--- src/rtl/pmod_ad1_capture.sv ---
// PMOD AD1 capture: drives both AD7476A converters and deserialises
// their samples into a 32-bit word with a valid/ready handshake.
module pmod_ad1_capture #(
    parameter int CLK_DIV       = 4,
    parameter int SAMPLE_PERIOD = 1000,
    parameter int QUIET_CYCLES  = 4,
    parameter int C_DATA_WIDTH  = 32
) (
    input  logic                    S_AXI_ACLK,
    input  logic                    S_AXI_ARESETN,
    input  logic                    enable,
    output logic                    ad_cs_n,
    output logic                    ad_sclk,
    input  logic                    ad_sdata0,
    input  logic                    ad_sdata1,
    output logic [C_DATA_WIDTH-1:0] sample_data,
    output logic                    sample_valid,
    input  logic                    sample_ready,
    output logic                    overrun,
    input  logic                    overrun_clr,
    output logic                    busy,
    output logic [15:0]             sample_count
);

    typedef enum logic [2:0] {
        IDLE,
        LEAD,
        SHIFT,
        TAIL,
        QUIET
    } state_t;

    localparam int DMAX = (CLK_DIV > QUIET_CYCLES) ? CLK_DIV : QUIET_CYCLES;
    localparam int CW   = $clog2(DMAX + 1);
    localparam int PW   = $clog2(SAMPLE_PERIOD + 1);

    localparam logic [CW-1:0] DIV_LAST    = CW'(CLK_DIV - 1);
    localparam logic [CW-1:0] QUIET_LAST  = CW'(QUIET_CYCLES - 1);
    localparam logic [PW-1:0] PERIOD_LAST = PW'(SAMPLE_PERIOD - 1);

    state_t          state_q, state_d;
    logic [CW-1:0]   div_q, div_d;
    logic [3:0]      bit_q, bit_d;
    logic            cs_n_q, cs_n_d;
    logic            sclk_q, sclk_d;
    logic            shift_en;
    logic            load;
    logic            sd0_q, sd1_q;
    logic [11:0]     sh0_q, sh1_q;
    logic [PW-1:0]   per_q;
    logic            tick;
    logic [31:0]     data_q;
    logic            valid_q;
    logic            ovr_q;
    logic            ovr_set;
    logic [15:0]     count_q;

    assign tick = enable && (per_q == '0);

    always_ff @(posedge S_AXI_ACLK or negedge S_AXI_ARESETN) begin
        if (!S_AXI_ARESETN) begin
            per_q <= '0;
        end else if (!enable) begin
            per_q <= '0;
        end else if (per_q == '0) begin
            per_q <= PERIOD_LAST;
        end else begin
            per_q <= per_q - PW'(1);
        end
    end

    always_ff @(posedge S_AXI_ACLK or negedge S_AXI_ARESETN) begin
        if (!S_AXI_ARESETN) begin
            sd0_q <= 1'b0;
            sd1_q <= 1'b0;
        end else begin
            sd0_q <= ad_sdata0;
            sd1_q <= ad_sdata1;
        end
    end

    always_ff @(posedge S_AXI_ACLK or negedge S_AXI_ARESETN) begin
        if (!S_AXI_ARESETN) begin
            state_q <= IDLE;
            div_q   <= '0;
            bit_q   <= '0;
            cs_n_q  <= 1'b1;
            sclk_q  <= 1'b1;
        end else begin
            state_q <= state_d;
            div_q   <= div_d;
            bit_q   <= bit_d;
            cs_n_q  <= cs_n_d;
            sclk_q  <= sclk_d;
        end
    end

    always_comb begin
        state_d  = state_q;
        div_d    = div_q;
        bit_d    = bit_q;
        cs_n_d   = cs_n_q;
        sclk_d   = sclk_q;
        shift_en = 1'b0;
        load     = 1'b0;
        unique case (state_q)
            IDLE: begin
                cs_n_d = 1'b1;
                sclk_d = 1'b1;
                if (tick) begin
                    state_d = LEAD;
                    div_d   = '0;
                    cs_n_d  = 1'b0;
                end
            end
            LEAD: begin
                if (div_q == DIV_LAST) begin
                    state_d = SHIFT;
                    div_d   = '0;
                    bit_d   = '0;
                    sclk_d  = 1'b0;
                end else begin
                    div_d = div_q + CW'(1);
                end
            end
            SHIFT: begin
                if (div_q != DIV_LAST) begin
                    div_d = div_q + CW'(1);
                end else begin
                    div_d = '0;
                    if (!sclk_q) begin
                        sclk_d   = 1'b1;
                        shift_en = 1'b1;
                    end else if (bit_q == 4'd15) begin
                        state_d = TAIL;
                    end else begin
                        bit_d  = bit_q + 4'd1;
                        sclk_d = 1'b0;
                    end
                end
            end
            // cs_n held low one extra half-period after the last SCLK high
            TAIL: begin
                if (div_q == DIV_LAST) begin
                    state_d = QUIET;
                    div_d   = '0;
                    cs_n_d  = 1'b1;
                    load    = 1'b1;
                end else begin
                    div_d = div_q + CW'(1);
                end
            end
            QUIET: begin
                if (div_q == QUIET_LAST) begin
                    state_d = IDLE;
                    div_d   = '0;
                end else begin
                    div_d = div_q + CW'(1);
                end
            end
            default: begin
                state_d = IDLE;
            end
        endcase
    end

    // 12-bit shifters: the four leading bits fall off the top
    always_ff @(posedge S_AXI_ACLK or negedge S_AXI_ARESETN) begin
        if (!S_AXI_ARESETN) begin
            sh0_q <= '0;
            sh1_q <= '0;
        end else if (shift_en) begin
            sh0_q <= {sh0_q[10:0], sd0_q};
            sh1_q <= {sh1_q[10:0], sd1_q};
        end
    end

    assign ovr_set = load && valid_q && !sample_ready;

    always_ff @(posedge S_AXI_ACLK or negedge S_AXI_ARESETN) begin
        if (!S_AXI_ARESETN) begin
            data_q  <= '0;
            valid_q <= 1'b0;
            count_q <= '0;
        end else if (load) begin
            count_q <= count_q + 16'd1;
            if (!valid_q || sample_ready) begin
                data_q  <= {4'h0, sh1_q, 4'h0, sh0_q};
                valid_q <= 1'b1;
            end
        end else if (valid_q && sample_ready) begin
            valid_q <= 1'b0;
        end
    end

    always_ff @(posedge S_AXI_ACLK or negedge S_AXI_ARESETN) begin
        if (!S_AXI_ARESETN) begin
            ovr_q <= 1'b0;
        end else if (ovr_set) begin
            ovr_q <= 1'b1;
        end else if (overrun_clr) begin
            ovr_q <= 1'b0;
        end
    end

    assign ad_cs_n      = cs_n_q;
    assign ad_sclk      = sclk_q;
    assign sample_data  = data_q;
    assign sample_valid = valid_q;
    assign overrun      = ovr_q;
    assign busy         = (state_q != IDLE);
    assign sample_count = count_q;

endmodule

--- config.mk ---
export PLATFORM = sky130hd
export DESIGN_NAME = pmod_ad1_capture
export DESIGN_NICKNAME = d
export VERILOG_FILES = /design/src/rtl/pmod_ad1_capture.sv
export SDC_FILE = /design/constraint.sdc
export NUM_CORES = 1
export LEC_CHECK = 0
export CAP_MARGIN = 20
export CORE_MARGIN = 2
export CORE_UTILIZATION = 58
export CTS_CLUSTER_DIAMETER = 200
export DETAILED_ROUTE_END_ITERATION = 8
export GPL_TIMING_DRIVEN = 0
export HOLD_SLACK_MARGIN = 0.12
export PLACE_DENSITY = 0.95
export SYNTH_ARGS = -nofsm -noshare
export SYNTH_HDL_FRONTEND = slang
export SYNTH_SLANG_ARGS = --single-unit
--- constraint.sdc ---
create_clock -name S_AXI_ACLK -period 5.08 [get_ports S_AXI_ACLK]
set_input_delay 1.524 -clock S_AXI_ACLK [delete_from_list [all_inputs] [get_ports S_AXI_ACLK]]
set_output_delay 1.524 -clock S_AXI_ACLK [all_outputs]
set_load 0.01 [all_outputs]
# Word-level counts from Yosys, hierarchy flattened
# Cells that the tools add are included.
# totals
register_bits	90
output_inout_bits	53
in_bits	7
wordCells	95
# classes
n_mux	37
n_eq_ne	16
reduce_logical	24
addsub	4
# ops
cell	count
$mux 3	10
$mux 10	2
$add 16x1->16 const B	1
$mux 1	16
$mux 4	4
$ne 2x2->1 const B	8
$pmux 3 s5	1
$logic_not 10->1	1
$sub 10x1->10 const B	1
$eq 3x2->1 const B	3
$pmux 3 s3	1
$reduce_bool 3->1	3
$pmux 4 s2	1
$reduce_and 2->1	4
$reduce_bool 2->1	4
$reduce_and 7->1	1
$reduce_and 5->1	1
$add 4x1->4 const B	1
$eq 4x4->1 const B	1
$logic_and 1x1->1	4
$add 3x1->3 const B	1
$eq 3x1->1 const B	1
$eq 3x3->1 const B	1
$logic_not 3->1	1
8 further kinds	9

# Longest topological paths before layout
# Gate-level depths: netlist of the first run.
# depth
word_depth	6
ltp_mapped	7
ltp_nobuf	6

# Worst setup path after synthesis of the first run
# No wires, ideal clock.
# synth_timing
path_kind	register to output
startpoint	register state_q[1]
endpoint	output port busy
n_path_buf	1
stages_incl_launch_ff	4
required_ns	3.556
setup_slack_ns	2.518
arrival_time_ns	1.038
cell_sequence	dfrtp_1 clkbuf_1 nor3_1 inv_1
# synth_via
elab_chain_cells	1
# synth_lines
item	line_no	source
start, declared	41	state_t state_q, state_d;
start signal, assigned	90	state_q <= state_d;
$reduce_bool 3->1	211	assign busy = (state_q != IDLE);
end, declared	21	output logic busy,
# Every way passes these cells.

# Worst setup path after layout of the first run
# Ends and elaborated chain as after synthesis.

==> impl_metrics.py, run 1 <==
metrics = {
    "setup_path": {
        "critical_path_required_ps": 3560,
        "cp_max_fo": 10,
        "path_cells": "clkbuf_1, nor3_1, inv_1, clkdlybuf4s50_1",
        "cp_top_family": "buffers and inverters",
        "critPathMaxStageDelay_ps": 510,
        "critPathLaunchType": "flop",
        "cp_slowest_cell": "clkdlybuf4s50_1",
        "arrival_ps": 2130,
        "worst-path-buf-inv": 3,
        "critical_path_class": "reg -> out",
        "end_kind": "output pin",
        "reg2reg_slack_ps": 2890,
    },
    "power": {
        "p_per_area_nw_per_um2": 296,
        "p_leak_nw": 2.27,
        "ir_worst_vdd_v": 0.000180,
    },
    "global_route": {
        "grt_pass1_wl_mm": 12.8,
        "antenna_found_initial": 0,
        "overflow": 0,
        "grt_pass1_vias": 2642,
        "gr-usage-all-layers": 0.221,
        "grt_max_degree": 55,
    },
    "finish": {
        "register_area_sq_um": 2250,
        "nets": 392,
        "final_area_sq_um": 4770,
        "areaGrowthSynthToFinish_pct": 20.8,
        "n_fill_cell": 426,
        "drive_above_1_share": 0.219,
        "multiInputGateArea_sq_um": 1580,
        "final_cells": 464,
        "layout_common_cells": "dfrtp_1, clkdlybuf4s50_1, mux2_2, nand2_1, mux2_4",
        "layout_commonest_cell": "dfrtp_1",
        "antenna_cells": 0,
    },
    "sta": {
        "fin_crit_ps": 3650,
        "slew_viol_final": 0,
        "max_freq_ghz": 0.274,
        "finClkSkew_ps": 10.2,
        "fin_hold_ws_ps": 492,
        "worst_slew_margin_rel": 0.575,
        "hold_viol_final": 0,
        "fin_ws_ps": 1430,
        "finalSetupViolCount": 0,
        "rsz0062_at_grt": "no",
        "finalCritPeriodShare": 0.719,
        "tightestPinTransition_ps": 632,
    },
    "floorplan": {
        "rows": 30,
        "core-area_sq_um": 6680,
        "num_io_pins": 60,
        "dieArea_sq_um": 7480,
        "die_y_microns": 86.5,
        "start_util": 0.591,
        "fp.dieW_microns": 86.5,
    },
    "synthesis": {
        "synth-main-ff-cell": "dfrtp_1",
        "synthArstFlopShare": 1.00,
        "avgSynthCellArea_sq_um": 12.7,
        "ys_ff_latch": 90,
        "synth_warnings": 0,
        "synth_edf_count": 0,
        "synthCells": 311,
        "synth_area_sq_um": 3950,
        "ys_types": 44,
        "synth_seq_area_share": 0.571,
    },
    "route": {
        "ant_nets": 0,
        "dr.pass1.iters": 5,
        "dr_wl_met3_microns": 352,
        "wl_per_cell_microns": 16.7,
        "drt-initial-drc-count": 131,
        "wl_met2_mm": 3.92,
        "topRoutingLayerUsed": "met4",
        "vias": 2614,
        "wl_met1_mm": 3.30,
        "wirelength_mm": 7.73,
        "drc_errors": 0,
        "via_per_inst": 5.63,
    },
    "placed_design": {
        "placed_cells": 450,
        "portBuffers": 51,
        "pre_cts_slack_ps": 1830,
        "gp_congestion": 0.851,
        "hpwl_mm": 5.29,
        "placed_area_sq_um": 4610,
    },
    "clock_tree": {
        "htree_levels": 3,
        "hold_buffers": 0,
        "post_cts_resized": 0,
        "cts_tree": "yes",
        "clkLatencyLatePin_ps": 360,
        "post_cts_buffers": 0,
        "clk_pin_slew_ps": 80,
        "cts_buffer_depth": 2,
        "cts_sinks": 90,
        "cts.root.buffer_cell": "clkbuf_8",
        "cts_buffers": 9,
    },
    "worst_hold_path": {
        "min_path_type": "reg -> reg",
    },
    "status": {
        "status": "complete, no violations",
    },
    "flow_run": {
        "cap_violations": 0,
    },
}
[path summary, 6_finish.rpt]
kind | from | end | depth (start not counted)
max | state_q[1]$_DFFE_PN0P_ | busy | 4
min | sd1_q$_DFF_PN0_ | sh1_q[0]$_DFFE_PN0P_ | 1
max reg2reg | per_q[0]$_DFF_PN0_ | div_q[2]$_DFFE_PN0P_ | 6
min reg2reg | sd1_q$_DFF_PN0_ | sh1_q[0]$_DFFE_PN0P_ | 1
max in group asynchronous | S_AXI_ARESETN | ad_cs_n$_DFFE_PN1P_ | 2
min in group asynchronous | S_AXI_ARESETN | per_q[5]$_DFF_PN0_ | 1
[cell usage after synthesis (all sizes together) (3+ instances only)]
master | count | area [sq um]
nand2 | 25 | 93.8
o31a | 3 | 26.3
buf | 15 | 108
dfrtp | 88 | 2200
nand2b | 3 | 18.8
mux2 | 50 | 638
ha | 4 | 50.1
xor2 | 5 | 43.8
a21oi | 4 | 20.0
a21boi | 7 | 52.6
o21ai | 6 | 30.0
nor3 | 8 | 40.0
xnor2 | 14 | 123
nor2b | 3 | 18.8
clkbuf | 4 | 15.0
nand4 | 7 | 43.8
inv | 5 | 18.8
nor2 | 13 | 48.8
nand3 | 15 | 75.1
[state kept, by name (all words and copies together), names as in the netlist]
signal and cells:
ad_sclk 1, overrun 1, sample_count 16, sd0_q 1, per_q 10, sample_valid 1, sd1_q 1, bit_q 4
state_q 3, div_q 3, ad_cs_n 1, sh0_q 12, sample_data 24, sh1_q 12
[through the flow]
step	TNS, ps	utilization	power (W)
floorplan	0	-	0.000941
global placement	-52550	0.686	0.000981
detailed placement	0	0.690	0.00100
CTS	0	0.713	0.00141
global route	0	0.713	0.00149
finish	0	0.713	0.00141
[area by class of cell]
class,instances,share of cell area
buffer,19,0.0257
clock buffer,11,0.0297
clock inverter,3,0.00367
inverter,5,0.00394
multi-input combinational,204,0.331
sequential,90,0.473
tap,80,0.0210
timing repair buffer,52,0.112
[metal layers]
metal	vias to the layer above	GRT usage
li1	1214	-
met1	1300	0.284
met2	85	0.365
met3	15	0.0571
met4	0	0.0767
met5	-	0
[cells by family after synthesis]
logic type,Yosys count,share of synthesized area
xor gates and xnor gates,19,0.0422
buffers and inverters,24,0.0358
AOI/OAI and AO/OA,30,0.0517
DFF,90,0.571
adders and majority gates,4,0.0127
and+or+nand+nor,91,0.119
other,1,0.000950
muxes,52,0.167
[where the power goes]
| group | switching [W] | internal, W | total, W | leakage (nW) |
|---|---|---|---|---|
| clock network | 0.000238 | 0.000184 | 0.000423 | 0.0810 |
| logic | 0.000108 | 0.0000852 | 0.000193 | 1.00 |
| registers | 0.0000415 | 0.000756 | 0.000797 | 1.19 |
| total | 0.000388 | 0.00103 | 0.00141 | 2.27 |
Note: power is estimated with default switching activity, not from simulation.
==> inputs of run 2 (changes only) <==
--- a/config.mk
+++ b/config.mk
@@ -7,12 +7,12 @@
 export LEC_CHECK = 0
 export CAP_MARGIN = 20
 export CORE_MARGIN = 2
-export CORE_UTILIZATION = 58
+export CORE_UTILIZATION = 54
 export CTS_CLUSTER_DIAMETER = 200
 export DETAILED_ROUTE_END_ITERATION = 8
 export GPL_TIMING_DRIVEN = 0
 export HOLD_SLACK_MARGIN = 0.12
-export PLACE_DENSITY = 0.95
+export PLACE_DENSITY = 0.92
 export SYNTH_ARGS = -nofsm -noshare
 export SYNTH_HDL_FRONTEND = slang
 export SYNTH_SLANG_ARGS = --single-unit
==> constraint.sdc (replaced) <==
create_clock -name S_AXI_ACLK -period 3.4 [get_ports S_AXI_ACLK]
set_input_delay 1.02 -clock S_AXI_ACLK [delete_from_list [all_inputs] [get_ports S_AXI_ACLK]]
set_output_delay 1.02 -clock S_AXI_ACLK [all_outputs]
set_load 0.01 [all_outputs]
==> impl_metrics.py, run 2 (synthesized netlist as in run 1, its figures left out) <==
metrics = {
    "route": {
        "dr.pass1.iters": 4,
        "topRoutingLayerUsed": "met4",
        "vias": 2581,
        "drc_errors": 0,
        "dr_wl_met3_microns": 303,
        "drt-initial-drc-count": 141,
        "wl_met1_mm": 3.04,
        "wirelength_mm": 6.95,
        "wl_per_cell_microns": 14.3,
        "ant_nets": 0,
        "wl_met2_mm": 3.43,
        "via_per_inst": 5.32,
    },
    "placed_design": {
        "hpwl_mm": 4.97,
        "gp_congestion": 0.873,
        "placed_cells": 469,
        "portBuffers": 51,
    },
    "finish": {
        "largest_reg_flops": 24,
        "register_area_sq_um": 2250,
        "finish.utilization": 0.671,
        "final_cells": 485,
        "antenna_cells": 0,
        "layout_commonest_cell": "dfrtp_1",
        "nets": 392,
        "areaGrowthSynthToFinish_pct": 22.1,
        "multiInputGateArea_sq_um": 1580,
        "drive_above_1_share": 0.223,
        "layout_common_cells": "dfrtp_1, clkdlybuf4s50_1, mux2_2, nand2_1, mux2_4",
        "n_fill_cell": 528,
    },
    "setup_path": {
        "critical_path_required_ps": 2380,
        "arrival_ps": 2120,
        "critical_path_class": "reg -> out",
        "critPathLaunchType": "flop",
        "cp_max_fo": 10,
        "end_kind": "output pin",
    },
    "flow_run": {
        "cap_violations": 0,
    },
    "status": {
        "status": "complete, no violations",
    },
    "global_route": {
        "antenna_found_initial": 0,
        "grt_max_degree": 48,
        "overflow": 0,
        "grt_pass1_wl_mm": 11.5,
        "grt_pass1_vias": 2438,
        "gr-usage-all-layers": 0.189,
    },
    "clock_tree": {
        "cts_buffer_depth": 2,
        "hold_buffers": 0,
        "cts.root.buffer_cell": "clkbuf_8",
        "cts_tree": "yes",
        "post_cts_buffers": 0,
        "clk_pin_slew_ps": 80,
        "cts_buffers": 9,
        "clkLatencyLatePin_ps": 360,
        "post_cts_resized": 0,
        "htree_levels": 3,
        "cts_sinks": 90,
    },
    "floorplan": {
        "num_io_pins": 60,
        "core-area_sq_um": 7180,
        "rows": 31,
        "dieArea_sq_um": 8010,
        "start_util": 0.550,
        "fp.dieW_microns": 89.5,
        "die_y_microns": 89.5,
    },
    "sta": {
        "fin_tns_setup_ps": 0,
        "worst_slew_margin_rel": 0.562,
        "hold_viol_final": 0,
        "finalCritPeriodShare": 0.923,
        "fin_crit_ps": 3140,
        "slew_viol_final": 0,
        "finClkSkew_ps": 6.64,
        "finalSetupViolCount": 0,
        "tightestPinTransition_ps": 651,
        "max_freq_ghz": 0.319,
        "rsz0062_at_grt": "no",
    },
    "power": {
        "ir_worst_vdd_v": 0.000233,
        "p_leak_nw": 2.28,
        "p_per_area_nw_per_um2": 452,
    },
    "worst_hold_path": {
        "min_path_type": "reg -> reg",
    },
}
==> run 2: cell types whose count changed in the layout (fill, tap and decap cells not counted) <==
cell / delta
buf_16: -1
clkbuf_8: -1
buf_12: +1
inv_6: +2
bufinv_16: +1
==> run 2: report_power, final <==
| group | internal, W | total, W | switching (W) | leakage [nW] |
|---|---|---|---|---|
| registers | 0.00113 | 0.00119 | 0.0000580 | 1.19 |
| logic | 0.000126 | 0.000283 | 0.000157 | 1.00 |
| clock network | 0.000342 | 0.000709 | 0.000366 | 0.0971 |
==> run 2: metrics by stage <==
step	hold WS, ps	total power (W)	area, sq um	worst slack [ps]
6_report	486	0.00218	4820	261
5_1_grt	500	0.00229	4820	131
4_1_cts	491	0.00220	4820	239
3_5_place_dp	470	0.00149	4620	652
3_3_place_gp	461	0.00147	4610	-1810
2_1_floorplan	455	0.00141	3970	1340
==> run 2: layout make-up <==
cell class              instances  area share
plain buffers                  19      0.0255
clock buffers                  10      0.0265
clock inverters                 6      0.0135
inverters                       5     0.00390
multi-input cells             204       0.327
flip-flops and latches         90       0.468
well taps                      99      0.0257
repair buffers                 52       0.110
==> run 2: path summary, 6_finish.rpt <==
path | start | cells past startpoint | end | slack, ps
worst max-delay path | state_q[1]$_DFFE_PN0P_ | 4 | busy | 260
worst min-delay path | sd0_q$_DFF_PN0_ | 1 | sh0_q[0]$_DFFE_PN0P_ | 490
worst max register to register | per_q[0]$_DFF_PN0_ | 6 | div_q[2]$_DFFE_PN0P_ | 1150
worst min register to register | sd0_q$_DFF_PN0_ | 1 | sh0_q[0]$_DFFE_PN0P_ | 490
max in group asynchronous | S_AXI_ARESETN | 2 | ad_sclk$_DFFE_PN1P_ | 2070
min in group asynchronous | S_AXI_ARESETN | 1 | sample_valid$_DFFE_PN0P_ | 650
==> run 2: worst max-delay path: stages (launching register included) <==
cell and delay, ps:
dfrtp_1 430, clkbuf_1 240, nor3_1 440, inv_1 150, clkdlybuf4s50_1 500
==> run 2: layer usage <==
metal,vias to the layer above,GRT usage
li1,1214,-
met2,75,0.292
met4,0,0.0706
met3,18,0.0563
met1,1274,0.254
met5,-,0
==> inputs of run 3 (changes only) <==
--- a/config.mk
+++ b/config.mk
@@ -7,12 +7,13 @@
 export LEC_CHECK = 0
 export CAP_MARGIN = 20
 export CORE_MARGIN = 2
-export CORE_UTILIZATION = 54
+export CORE_UTILIZATION = 35
+export CTS_BUF_LIST = sky130_fd_sc_hd__clkbuf_16
 export CTS_CLUSTER_DIAMETER = 200
 export DETAILED_ROUTE_END_ITERATION = 8
 export GPL_TIMING_DRIVEN = 0
 export HOLD_SLACK_MARGIN = 0.12
-export PLACE_DENSITY = 0.92
+export PLACE_DENSITY = 0.68
 export SYNTH_ARGS = -nofsm -noshare
 export SYNTH_HDL_FRONTEND = slang
 export SYNTH_SLANG_ARGS = --single-unit
==> impl_metrics.py, run 3 (synthesized netlist as in run 1, its figures left out) <==
metrics = {
    "status": {
        "status": "complete, no violations",
    },
    "setup_path": {
        "critical_path_required_ps": 2380,
        "cp_max_fo": 10,
        "arrival_ps": 2120,
        "end_kind": "output pin",
        "critical_path_class": "reg -> out",
        "critPathLaunchType": "flop",
    },
    "sta": {
        "slew_viol_final": 0,
        "fin_ws_ps": 256,
        "tightestPinTransition_ps": 681,
        "fin_hold_ws_ps": 482,
        "max_freq_ghz": 0.318,
        "hold_viol_final": 0,
        "rsz0062_at_grt": "no",
        "finalSetupViolCount": 0,
        "fin_tns_setup_ps": 0,
        "worst_slew_margin_rel": 0.542,
        "fin_crit_ps": 3140,
        "finalCritPeriodShare": 0.925,
        "finClkSkew_ps": 8.50,
    },
    "route": {
        "drt-initial-drc-count": 174,
        "ant_nets": 0,
        "wl_per_cell_microns": 14.2,
        "vias": 2561,
        "wirelength_mm": 7.46,
        "via_per_inst": 4.87,
        "dr.pass1.iters": 4,
        "drc_errors": 0,
    },
    "power": {
        "ir_worst_vdd_v": 0.000253,
        "p_leak_nw": 2.33,
        "p_per_area_nw_per_um2": 481,
    },
    "finish": {
        "antenna_cells": 0,
        "layout_commonest_cell": "dfrtp_1",
        "largest_reg_flops": 24,
        "nets": 392,
        "finish.utilization": 0.453,
        "drive_above_1_share": 0.223,
        "areaGrowthSynthToFinish_pct": 25.6,
        "final_area_sq_um": 4960,
        "layout_common_cells": "dfrtp_1, clkdlybuf4s50_1, mux2_2, nand2_1, mux2_4",
        "n_fill_cell": 1024,
    },
    "floorplan": {
        "dieArea_sq_um": 12100,
        "start_util": 0.361,
        "core-area_sq_um": 10900,
        "rows": 38,
        "fp.dieW_microns": 110,
        "die_y_microns": 110,
        "num_io_pins": 60,
    },
    "clock_tree": {
        "clk_pin_slew_ps": 60,
        "cts_tree": "yes",
        "htree_levels": 3,
        "hold_buffers": 0,
        "cts_buffers": 9,
        "cts_buffer_depth": 2,
        "clkLatencyLatePin_ps": 340,
        "post_cts_resized": 0,
        "cts.root.buffer_cell": "clkbuf_16",
        "cts_sinks": 90,
        "post_cts_buffers": 0,
    },
    "global_route": {
        "overflow": 0,
        "gr-usage-all-layers": 0.132,
        "grt_pass1_vias": 2574,
        "antenna_found_initial": 0,
        "grt_pass1_wl_mm": 12.3,
        "grt_max_degree": 47,
    },
    "placed_design": {
        "portBuffers": 51,
        "hpwl_mm": 5.15,
        "gp_congestion": 0.804,
        "placed_area_sq_um": 4680,
        "pre_cts_slack_ps": 641,
    },
    "flow_run": {
        "cap_violations": 0,
    },
    "worst_hold_path": {
        "min_path_type": "reg -> reg",
    },
}
-- run 3: worst max-delay path: stages (launching register included) --
cell             delay (ps)
dfrtp_1                 440
clkbuf_1                260
nor3_1                  430
inv_1                   150
clkdlybuf4s50_1         510
-- run 3: worst paths after layout --
| kind | from | endpoint | slack, ps | cells after the start |
|---|---|---|---|---|
| setup / recovery | state_q[1]$_DFFE_PN0P_ | busy | 260 | 4 |
| hold / removal | sample_count[15]$_DFFE_PN0N_ | sample_count[15]$_DFFE_PN0N_ | 480 | 1 |
| setup reg to reg | div_q[1]$_DFFE_PN0P_ | sh1_q[6]$_DFFE_PN0P_ | 1220 | 7 |
| hold reg to reg | sample_count[15]$_DFFE_PN0N_ | sample_count[15]$_DFFE_PN0N_ | 480 | 1 |
| max in group asynchronous | S_AXI_ARESETN | ad_sclk$_DFFE_PN1P_ | 2030 | 2 |
| min in group asynchronous | S_AXI_ARESETN | sample_data[24]$_DFFE_PN0P_ | 680 | 1 |
-- run 3: power by group --
part / internal (W) / switching (W)
Clock: 0.000493 / 0.000416
Combinational: 0.000127 / 0.000158
Sequential: 0.00113 / 0.0000608
-- run 3: final cells by class --
class	count	area, sq um	share of cell area
flip-flops and latches	90	2250	0.455
multi-input cells	204	1580	0.318
repair buffers	52	536	0.108
clock buffers	9	225	0.0454
well taps	140	175	0.0353
plain buffers	19	123	0.0247
clock inverters	7	47.5	0.00959
inverters	5	18.8	0.00379
-- run 3: through the flow --
step,total power (W),cells
CTS,0.00241,526
detailed placement,0.00150,510
finish,0.00239,526
floorplan,0.00141,318
global route,0.00251,526
global placement,0.00147,509
-- run 3: per-layer routing --
metal	vias to the layer above	GRT usage	part of all wire
li1	1219	-	-
met1	1270	0.170	0.44
met2	64	0.210	0.50
met3	8	0.0400	0.049
met4	0	0.0473	0.012
met5	-	0	0
